File: config.mk
export PLATFORM = sky130hd
export DESIGN_NAME = key10_debounce
export DESIGN_NICKNAME = d
export VERILOG_FILES = /design/src/rtl/key10_debounce.sv
export SDC_FILE = /design/constraint.sdc
export NUM_CORES = 1
export LEC_CHECK = 0
export ABC_AREA = 0
export CORE_MARGIN = 1.5
export CORE_UTILIZATION = 52
export CTS_CLUSTER_DIAMETER = 100
export DETAILED_ROUTE_END_ITERATION = 10
export PLACE_DENSITY_LB_ADDON = 0.05
export SKIP_CTS_REPAIR_TIMING = 1
export SLEW_MARGIN = 25
export SYNTH_ARGS = -nofsm -noshare
export SYNTH_HDL_FRONTEND = slang
export SYNTH_SLANG_ARGS = --single-unit
File: constraint.sdc
create_clock -name i_clk -period 2.1 [get_ports i_clk]
set_input_delay 0.42 -clock i_clk [delete_from_list [all_inputs] [get_ports i_clk]]
set_output_delay 0.42 -clock i_clk [all_outputs]
set_load 0.005 [all_outputs]
File: src/rtl/key10_debounce.sv
// key10_debounce: synchronizes and debounces a 10-key one-hot keypad.
// A single key must be seen stable for DEBOUNCE_CYCLES samples after its first
// synchronized sample before it is accepted. Release is debounced the same way.
// Multi-key vectors are never accepted; o_multi flags them.
module key10_debounce #(
  parameter int unsigned DEBOUNCE_CYCLES = 20
) (
  input  logic       i_clk,
  input  logic       i_rst,
  input  logic [9:0] i_key,
  output logic [9:0] o_data,
  output logic       o_valid,
  output logic       o_multi
);

  localparam logic [15:0] CntMax = 16'(DEBOUNCE_CYCLES - 1);

  typedef enum logic [1:0] {StIdle, StConfirm, StHold, StRelease} state_e;

  state_e      r_state, w_state_nxt;
  logic [9:0]  r_key_m, r_key_s;
  logic [9:0]  r_cand, w_cand_nxt;
  logic [15:0] r_cnt, w_cnt_nxt;
  logic [9:0]  r_data, w_data_nxt;
  logic        r_valid, w_valid_nxt;
  logic        r_multi;

  logic        w_nonzero;
  logic        w_onehot;
  logic        w_multi;

  assign w_nonzero = (r_key_s != 10'd0);
  assign w_onehot  = w_nonzero && ((r_key_s & (r_key_s - 10'd1)) == 10'd0);
  assign w_multi   = w_nonzero && !w_onehot;

  // Two-flop synchronizer for the asynchronous key levels.
  always_ff @(posedge i_clk) begin
    if (i_rst) begin
      r_key_m <= 10'd0;
      r_key_s <= 10'd0;
    end else begin
      r_key_m <= i_key;
      r_key_s <= r_key_m;
    end
  end

  // Next-state and registered-output decisions, all based on r_key_s.
  always_comb begin
    w_state_nxt = r_state;
    w_cand_nxt  = r_cand;
    w_cnt_nxt   = r_cnt;
    w_data_nxt  = r_data;
    w_valid_nxt = 1'b0;
    unique case (r_state)
      StIdle: begin
        if (w_onehot) begin
          w_cand_nxt  = r_key_s;
          w_cnt_nxt   = 16'd0;
          w_state_nxt = StConfirm;
        end
      end
      StConfirm: begin
        if (r_key_s == r_cand) begin
          if (r_cnt == CntMax) begin
            w_data_nxt  = r_cand;
            w_valid_nxt = 1'b1;
            w_state_nxt = StHold;
          end else begin
            w_cnt_nxt = r_cnt + 16'd1;
          end
        end else begin
          w_cnt_nxt   = 16'd0;
          w_state_nxt = StIdle;
        end
      end
      StHold: begin
        // Any nonzero pattern, including extra keys, keeps the accepted key.
        if (!w_nonzero) begin
          w_cnt_nxt   = 16'd0;
          w_state_nxt = StRelease;
        end
      end
      StRelease: begin
        if (w_nonzero) begin
          w_cnt_nxt   = 16'd0;
          w_state_nxt = StHold;
        end else if (r_cnt == CntMax) begin
          w_data_nxt  = 10'd0;
          w_cnt_nxt   = 16'd0;
          w_state_nxt = StIdle;
        end else begin
          w_cnt_nxt = r_cnt + 16'd1;
        end
      end
      default: begin
        w_state_nxt = StIdle;
      end
    endcase
  end

  // State, candidate, counter and output registers; reset wins in every state.
  always_ff @(posedge i_clk) begin
    if (i_rst) begin
      r_state <= StIdle;
      r_cand  <= 10'd0;
      r_cnt   <= 16'd0;
      r_data  <= 10'd0;
      r_valid <= 1'b0;
      r_multi <= 1'b0;
    end else begin
      r_state <= w_state_nxt;
      r_cand  <= w_cand_nxt;
      r_cnt   <= w_cnt_nxt;
      r_data  <= w_data_nxt;
      r_valid <= w_valid_nxt;
      r_multi <= w_multi;
    end
  end

  assign o_data  = r_data;
  assign o_valid = r_valid;
  assign o_multi = r_multi;

endmodule

## After elaboration in Yosys (flattened, before gate mapping)

Index checks and enable logic that the tools add are counted.

- $add $sub $neg: 2
- Equal/unequal tests: 14
- Multiplexer cells: 20
- Bitwise operators: 3
- Reductions and logical operators: 12

Operators by type and width:

| operator | count |
|---|---|
| $mux W16 | 6 |
| $pmux W16 S4 | 1 |
| $mux W10 | 4 |
| $pmux W10 S2 | 1 |
| $add A16 B1 Y16 const B | 1 |
| $eq A16 B5 Y1 const B | 1 |
| $mux W2 | 6 |
| $ne A2 B2 Y1 const B | 6 |
| $and A10 B10 Y10 | 1 |
| $eq A10 B10 Y1 | 1 |
| $logic_not A10 Y1 | 1 |
| $reduce_bool A10 Y1 | 1 |
| $sub A10 B1 Y10 const B | 1 |
| $ne A3 B3 Y1 const B | 3 |
| $pmux W2 S4 | 1 |
| $reduce_and A5 Y1 | 1 |
| $eq A2 B2 Y1 const B | 2 |
| $reduce_and A4 Y1 | 1 |
| $reduce_and A3 Y1 | 1 |
| $reduce_or A3 Y1 | 1 |
| $eq A2 B1 Y1 const B | 1 |
| $logic_and A1 B1 Y1 | 2 |
| $logic_not A2 Y1 | 1 |
| $not A1 Y1 | 2 |
| other kinds (4) | 4 |

- Register bits: 60
- Input bits: 12
- Logic and storage cells: 59

## Depth between registers and ports, before layout

Gate-level depths: netlist of run 1.

- Word-level depth: 6
- Depth in mapped cells: 8
- Mapped depth without buffers: 7

## Worst setup path before layout of run 1

No wires, ideal clock.

- Kind: flip-flop to flip-flop
- Start: register r_key_s[1]
- End: register r_cnt[6]
- Arrival time: 2.056 ns
- Data required time: 1.971 ns
- Slack: -0.084 ns
- Cell stages (with the launch flop): 9
- Path buffers: 2
- Clock period less this slack: 2.184 ns
- Cells stage by stage: dfxtp_1 > or4_4 > buf_6 > nor3_1 > o21a_1 > o21ai_2 > buf_2 > a32oi_1 > o31ai_1

- Longest elaborated chain between the ends: 6

Ends and longest elaborated chain:

| element | RTL line | RTL |
|---|---|---|
| start: declaration | 21 | `logic [9:0] r_key_m, r_key_s;` |
| start signal: assignment | 43 | `r_key_s <= r_key_m;` |
| $sub A10 B1 Y10 | 33 | `assign w_onehot = w_nonzero && ((r_key_s & (r_key_s - 10'd1)) == 10'd0);` |
| $and A10 B10 Y10 | 33 |  |
| $logic_not A10 Y1 | 33 |  |
| $logic_and A1 B1 Y1 | 33 |  |
| $ne A2 B2 Y1 (no line) | n/a |  |
| $reduce_and A3 Y1 (no line) | n/a |  |
| end signal: assignment | 113 | `r_cnt <= w_cnt_nxt;` |
| end: declaration | 23 | `logic [15:0] r_cnt, w_cnt_nxt;` |

Parallel ways exist; a longest one is shown, timed or not.
A chain may end at the register's enable or synchronous reset.

## Worst setup path in the final report of run 1

- Start: register r_key_s[4]
- End: register r_cand[1]

- Longest elaborated chain between the ends: 5

Ends and longest elaborated chain:

| element | RTL line | RTL |
|---|---|---|
| $sub A10 B1 Y10 | 33 |  |
| $and A10 B10 Y10 | 33 |  |
| $logic_not A10 Y1 | 33 |  |
| $logic_and A1 B1 Y1 * | 33 |  |
| $reduce_and A2 Y1 (no line) * | n/a |  |
| end signal: assignment | 112 | `r_cand <= w_cand_nxt;` |
| end: declaration | 22 | `logic [9:0] r_cand, w_cand_nxt;` |

Every way passes the cells marked *; elsewhere a longest branch is shown, timed or not.

==> results of run 1 <==
## worst max-delay path: stages, from the launching register on
cell and delay [ps]:
dfxtp_1 360, maj3_1 380, o31ai_1 310, nor3b_2 280, o21ai_2 140, buf_6 160, o21ai_0 270, a21oi_2 100
## routing by layer
layer | wire length (µm) | global-route usage [%] | vias up
met5 | 0 | 0 | -
met4 | 163 | 10.18 | 0
met3 | 437 | 6.471 | 14
met2 | 3356 | 34.82 | 112
met1 | 3713 | 38.51 | 1331
li1 | - | - | 1405
## path summary, 6_finish.rpt
path              startpoint          to  slack, ps  cells after the start
hold / removal    r_key_m[6]  r_key_s[6]        440                      1
setup / recovery  r_key_s[4]   r_cand[1]        -10                      7
hold reg to reg   r_key_m[6]  r_key_s[6]        440                      1
setup reg to reg  r_key_s[4]   r_cand[1]        -10                      7
## synthesized netlist by cell type, types with 2 or more instances
master / number / area [µm²]
a211oi_1: 6 / 45.04
a21o_1: 4 / 30.03
a21oi_1: 25 / 125.1
a221oi_1: 2 / 17.52
a32oi_1: 3 / 26.28
and2_1: 2 / 12.51
and3_1: 8 / 50.05
and4_1: 2 / 17.52
buf_2: 4 / 20.02
clkbuf_1: 16 / 60.06
dfxtp_1: 60 / 1201
inv_1: 7 / 26.28
maj3_1: 2 / 20.02
nand2_1: 40 / 150.1
nand3_1: 23 / 115.1
nand4_1: 10 / 62.56
nor2_1: 12 / 45.04
nor2b_1: 21 / 131.4
nor3_1: 8 / 40.04
nor3b_1: 2 / 15.01
nor4_1: 4 / 25.02
nor4_2: 2 / 25.02
o211a_1: 3 / 30.03
o21a_1: 3 / 22.52
o21ai_0: 27 / 135.1
o31ai_1: 11 / 82.58
or3_1: 3 / 18.77
or4_1: 2 / 15.01
xor2_1: 10 / 87.58
## state kept, by name (all words and copies together), names as in the netlist
signal and count:
o_data 10, o_multi 1, o_valid 1, r_cand 10, r_cnt 16, r_key_m 10, r_key_s 10, r_state 2
## cell families after synthesis
| kind of cell | Yosys count |
|---|---|
| XOR/XNOR | 10 |
| AO/OA/AOI/OAI | 93 |
| multiplexers | 2 |
| adder cells (fa/ha/maj) | 3 |
| buffers and inverters | 28 |
| AND/OR/NAND/NOR | 150 |
| flip-flops | 60 |
## stage by stage
step / power, mW / hold WS (ps) / utilization, % / setup WS (ps)
floorplan: 1.432 / 413.8 / - / 7.022
global placement: 1.607 / 416.5 / 67.85 / -56.55
detailed placement: 1.609 / 427.1 / 67.85 / 0.8664
CTS: 2.768 / 444.0 / 72.10 / -26.26
global route: 2.942 / 453.8 / 76.61 / -119.6
finish: 2.840 / 441.4 / 76.61 / -13.11
## cell type report
type / count / area [µm²] / area share (%)
multi-input combinational: 258 / 1723 / 42.94
sequential: 60 / 1204 / 30.00
timing repair buffer: 81 / 749.5 / 18.68
clock buffer: 9 / 123.9 / 3.087
clock inverter: 7 / 98.84 / 2.463
tap: 70 / 87.58 / 2.183
inverter: 7 / 26.28 / 0.6548
## cell usage in the layout, fill, tap and decap left out, types with 3 or more instances in the layout
cell,netlist,final
a211oi_1,6,5
a21o_1,4,4
a21oi_1,25,17
a21oi_2,0,8
a32oi_1,3,3
and3_1,8,7
buf_12,0,3
buf_4,0,50
buf_6,1,3
clkbuf_8,0,9
clkdlybuf4s50_1,0,23
dfxtp_1,60,58
inv_1,7,7
nand2_1,40,32
nand2_2,0,5
nand2_4,0,3
nand3_1,23,23
nand4_1,10,10
nor2_1,12,12
nor2b_1,21,21
nor3_1,8,6
nor4_1,4,3
nor4_2,2,3
o21a_1,3,3
o21ai_0,27,19
o21ai_1,0,7
o31ai_1,11,8
o31ai_2,0,3
xor2_1,10,10
## power by group through the flow
| stage | combinational, mW | sequential, mW | clock (mW) |
|---|---|---|---|
| CTS | 0.400 | 1.19 | 1.18 |
| global placement | 0.395 | 1.21 | 0 |
| detailed placement | 0.396 | 1.21 | 0 |
| global route | 0.520 | 1.19 | 1.23 |
| finish | 0.485 | 1.19 | 1.16 |
| floorplan | 0.221 | 1.21 | 0 |
==> impl_metrics.json, run 1 <==
{
  "synth_compound_area_share_pct": 20.43,
  "clock-root-buffer": "clkbuf_8",
  "final.setup.tns_ps": -28.57,
  "hold_viol": 0,
  "ant_nets": 0,
  "tightest_slew_ps": 754.9,
  "async_flop_share_pct": 0,
  "worstPathRequired_ps": 2330,
  "clock_latency_ps": 350,
  "start_util_pct": 54.97,
  "stdcell_count": 492,
  "critPathCaptureType": "flop",
  "synth_edf_count": 0,
  "setup.worst_path.class": "flop to flop",
  "p_int_mw": 2.069,
  "syn_inst": 346,
  "ys_types": 53,
  "wl_per_cell_um": 15.59,
  "sw_frac_of_total_pct": 27.14,
  "dr.first_iter.drc_count": 257,
  "gr-total-overflow": 0,
  "synth_top_family_by_area": "simple AND/OR/NAND/NOR gates",
  "die-area_um2": 5992,
  "drc": 0,
  "dpl_cell_area_um2": 3553,
  "synth-adder-area-share_pct": 1.130,
  "setup_slack_ps": -13.11,
  "slew_violations": 0,
  "maxCapViolations": 0,
  "track_usage_pct": 25.71,
  "pwr-share-clk_pct": 41.0,
  "numPortBuffers": 23,
  "max_freq_mhz": 473.2,
  "grt_start_max_net_pins": 32,
  "post-route-period-util_pct": 100.6,
  "htreeDepth": 3,
  "diodes": 0,
  "startpoint_type": "flop",
  "yosys_warnings": 0,
  "std_cell_rows": 26,
  "place_congestion": 0.9351,
  "switchingPower_mw": 0.7707,
  "comb_power_share_pct": 17.1,
  "irDropWorstVdd_mv": 0.6268,
  "cts_buffers": 9,
  "firstDrtPassIters": 5,
  "stdcell_area_um2": 4013,
  "maxSlewHeadroom_pct": 49.67,
  "fill_cells": 364,
  "synth_ff_type": "dfxtp_1",
  "rsz0062_at_grt": "true",
  "vias": 2862,
  "synth_xor_area_share_pct": 3.042,
  "fp.dieH_um": 77.41,
  "nNetsFinal": 430,
  "p_leak_nw": 1.590,
  "worstPathArrival_ps": 2340,
  "drive_gt1_share_pct": 27.96,
  "core_area_um2": 5238,
  "synth_mux_area_share_pct": 0.7388,
  "p_seq_share_pct": 41.9,
  "fin_worst_skew_ps": 9.118,
  "grt_antenna_before_repair": 0,
  "cts_max_path_buffers": 2,
  "pwr_density_cell_nw_per_um2": 707.7,
  "grt_pass1_vias": 2510,
  "avgSynthCellArea_um2": 8.321,
  "ys_seq_area_share_pct": 41.72,
  "ys_seq_elements": 60,
  "synth_simple_gate_area_share_pct": 28.86,
  "drt_wl_total_um": 7671,
  "worst-path-max-fanout": 10,
  "grt_pass1_wl_um": 12100,
  "setup_viol": 3,
  "syn-cell-area_um2": 2879,
  "clk_pin_slew_ps": 70,
  "period_needed_ps": 2113,
  "status": "finished with violations",
  "vias_per_cell": 5.817,
  "syn_nets": 359,
  "hold_path_class": "flop to flop",
  "placedCellCount": 470,
  "violations": "setup timing",
  "die_x_um": 77.41,
  "area_growth_pct": 39.37,
  "dpl.hpwl_um": 5080,
  "ioPinCount": 24,
  "cts_tree": "yes",
  "clock_sinks": 60
}
Power figures use the tool's default switching activity.
==> inputs of run 2 (changes only) <==
- CAP_MARGIN: not set -> 20
==> results of run 2 <==
Same layout as run 1: the final DEF is identical, and so are final timing and power.
==> inputs of run 3 (changes only) <==
- GPL_ROUTABILITY_DRIVEN: not set -> 0
- REMOVE_ABC_BUFFERS: not set -> 1
==> impl_metrics.json, run 3 (synthesized netlist as in run 1, its figures left out) <==
{
  "cp_slowest_cell": "or4_4",
  "busiest_layer": "met2",
  "finalPower_mw": 2.681,
  "drt_wl_total_um": 7817,
  "path_common_cell": "buf_4",
  "crit_chain": "or4_4 -> buf_4 -> buf_6 -> nor4_4 -> buf_4 -> nand2_2 -> and2_4 -> o32ai_1",
  "max_stage_delay_ps": 610,
  "tightest_slew_ps": 403.7,
  "ant_nets": 0,
  "grt_pass1_vias": 2726,
  "gr-usage-met2_pct": 47.19,
  "setup_viol": 1,
  "area_growth_pct": 39.24,
  "p_seq_share_pct": 44.3,
  "rsz0062_at_grt": "true",
  "fp.dieH_um": 77.41,
  "setup.worst_path.class": "flop to flop",
  "p_int_mw": 1.961,
  "hold_viol": 0,
  "std_cell_rows": 26,
  "p_leak_nw": 1.617,
  "setup_slack_ps": -12.27,
  "comb_power_share_pct": 18.8,
  "cts_buffers": 9,
  "worst-path-max-fanout": 6,
  "grt_antenna_before_repair": 0,
  "dr.first_iter.drc_count": 173,
  "htreeDepth": 3,
  "startpoint_type": "flop",
  "drc": 0,
  "largest_register_ff_count": 16,
  "clock-root-buffer": "clkbuf_8",
  "largest-register": "r_cnt",
  "clock_sinks": 60,
  "pwr-share-clk_pct": 36.9,
  "status": "finished with violations",
  "layout_common_cells": "dfxtp_1 (59), buf_4 (51), nand2_1 (31)",
  "path_delay_family": "simple AND/OR/NAND/NOR gates",
  "cts_tree": "yes",
  "grt_pass1_wl_um": 12230,
  "diodes": 0,
  "sw_frac_of_total_pct": 26.84,
  "maxSlewHeadroom_pct": 72.84,
  "die_x_um": 77.41,
  "crit_buf_inv": 3,
  "die-area_um2": 5992,
  "max_freq_mhz": 473.4,
  "nNetsFinal": 431,
  "maxCapViolations": 0,
  "track_usage_pct": 26.09,
  "use_met1_pct": 28.77,
  "violations": "setup timing",
  "numPortBuffers": 23,
  "switchingPower_mw": 0.7196,
  "ioPinCount": 24,
  "place_ws_ps": -124.6,
  "worstPathRequired_ps": 2340,
  "grt_use_met3_pct": 6.353,
  "hold_path_class": "flop to flop",
  "period_needed_ps": 2112,
  "dpl.hpwl_um": 5327,
  "final_core_util_pct": 76.54,
  "slew_violations": 0,
  "vias": 2855,
  "fin_worst_skew_ps": 6.203,
  "gr-total-overflow": 0,
  "clock_latency_ps": 340,
  "start_util_pct": 54.97,
  "wl_per_cell_um": 15.95,
  "fill_cells": 381,
  "grt_start_max_net_pins": 24,
  "post-route-period-util_pct": 100.6,
  "worstPathArrival_ps": 2350,
  "final_common_cell": "dfxtp_1",
  "cts_max_path_buffers": 2,
  "pwr_density_cell_nw_per_um2": 668.7,
  "firstDrtPassIters": 5,
  "irDropWorstVdd_mv": 0.6494,
  "core_area_um2": 5238,
  "clk_pin_slew_ps": 60,
  "drive_gt1_share_pct": 28.10,
  "vias_per_cell": 5.827,
  "critPathCaptureType": "flop"
}
-- run 3: final timing paths --
path	startpoint	end	slack, ps	cells past startpoint
setup / recovery	r_key_s[2]	r_cnt[2]	-10	8
hold / removal	r_key_m[9]	r_key_s[9]	430	1
setup reg to reg	r_key_s[2]	r_cnt[2]	-10	8
hold reg to reg	r_key_m[9]	r_key_s[9]	430	1
-- run 3: power by group through the flow --
stage	clock, mW	combinational, mW	sequential [mW]
floorplan	0	0.180	1.22
finish	0.989	0.504	1.19
global route	1.04	0.537	1.19
detailed placement	0	0.400	1.21
global placement	0	0.394	1.21
CTS	0.999	0.402	1.19
-- run 3: worst register-to-register path, cell delays in order, from the launching register on --
cell	delay, ps
dfxtp_2	330
or4_4	610
buf_4	180
buf_6	110
nor4_4	120
buf_4	180
nand2_2	60
and2_4	140
o32ai_1	290
-- run 3: per-stage QoR --
stage | TNS [ps] | hold slack (ps) | instance area (µm²) | std cells
global placement | -292.2 | 416.8 | 3553 | 471
finish | -12.27 | 434.5 | 4009 | 490
floorplan | -3760 | 413.8 | 2788 | 325
CTS | -913.8 | 435.8 | 3731 | 484
global route | -1565 | 455.2 | 4009 | 490
detailed placement | -621.0 | 426.4 | 3553 | 471
-- run 3: final cells by class --
cell class	count	area (µm²)	share of cell area (%)
Multi-Input combinational cell	258	1763	43.98
Sequential cell	60	1202	29.99
Timing Repair Buffer	82	752.0	18.76
Clock buffer	10	137.6	3.433
Tap cell	70	87.58	2.185
Clock inverter	3	40.04	0.9988
Inverter	7	26.28	0.6554
-- run 3: layer usage --
| layer | vias to the layer above | share of wire (%) |
|---|---|---|
| met5 | - | 0 |
| met4 | 0 | 2.5 |
| met3 | 18 | 4.4 |
| met2 | 91 | 52 |
| met1 | 1341 | 41 |
| li1 | 1405 | - |
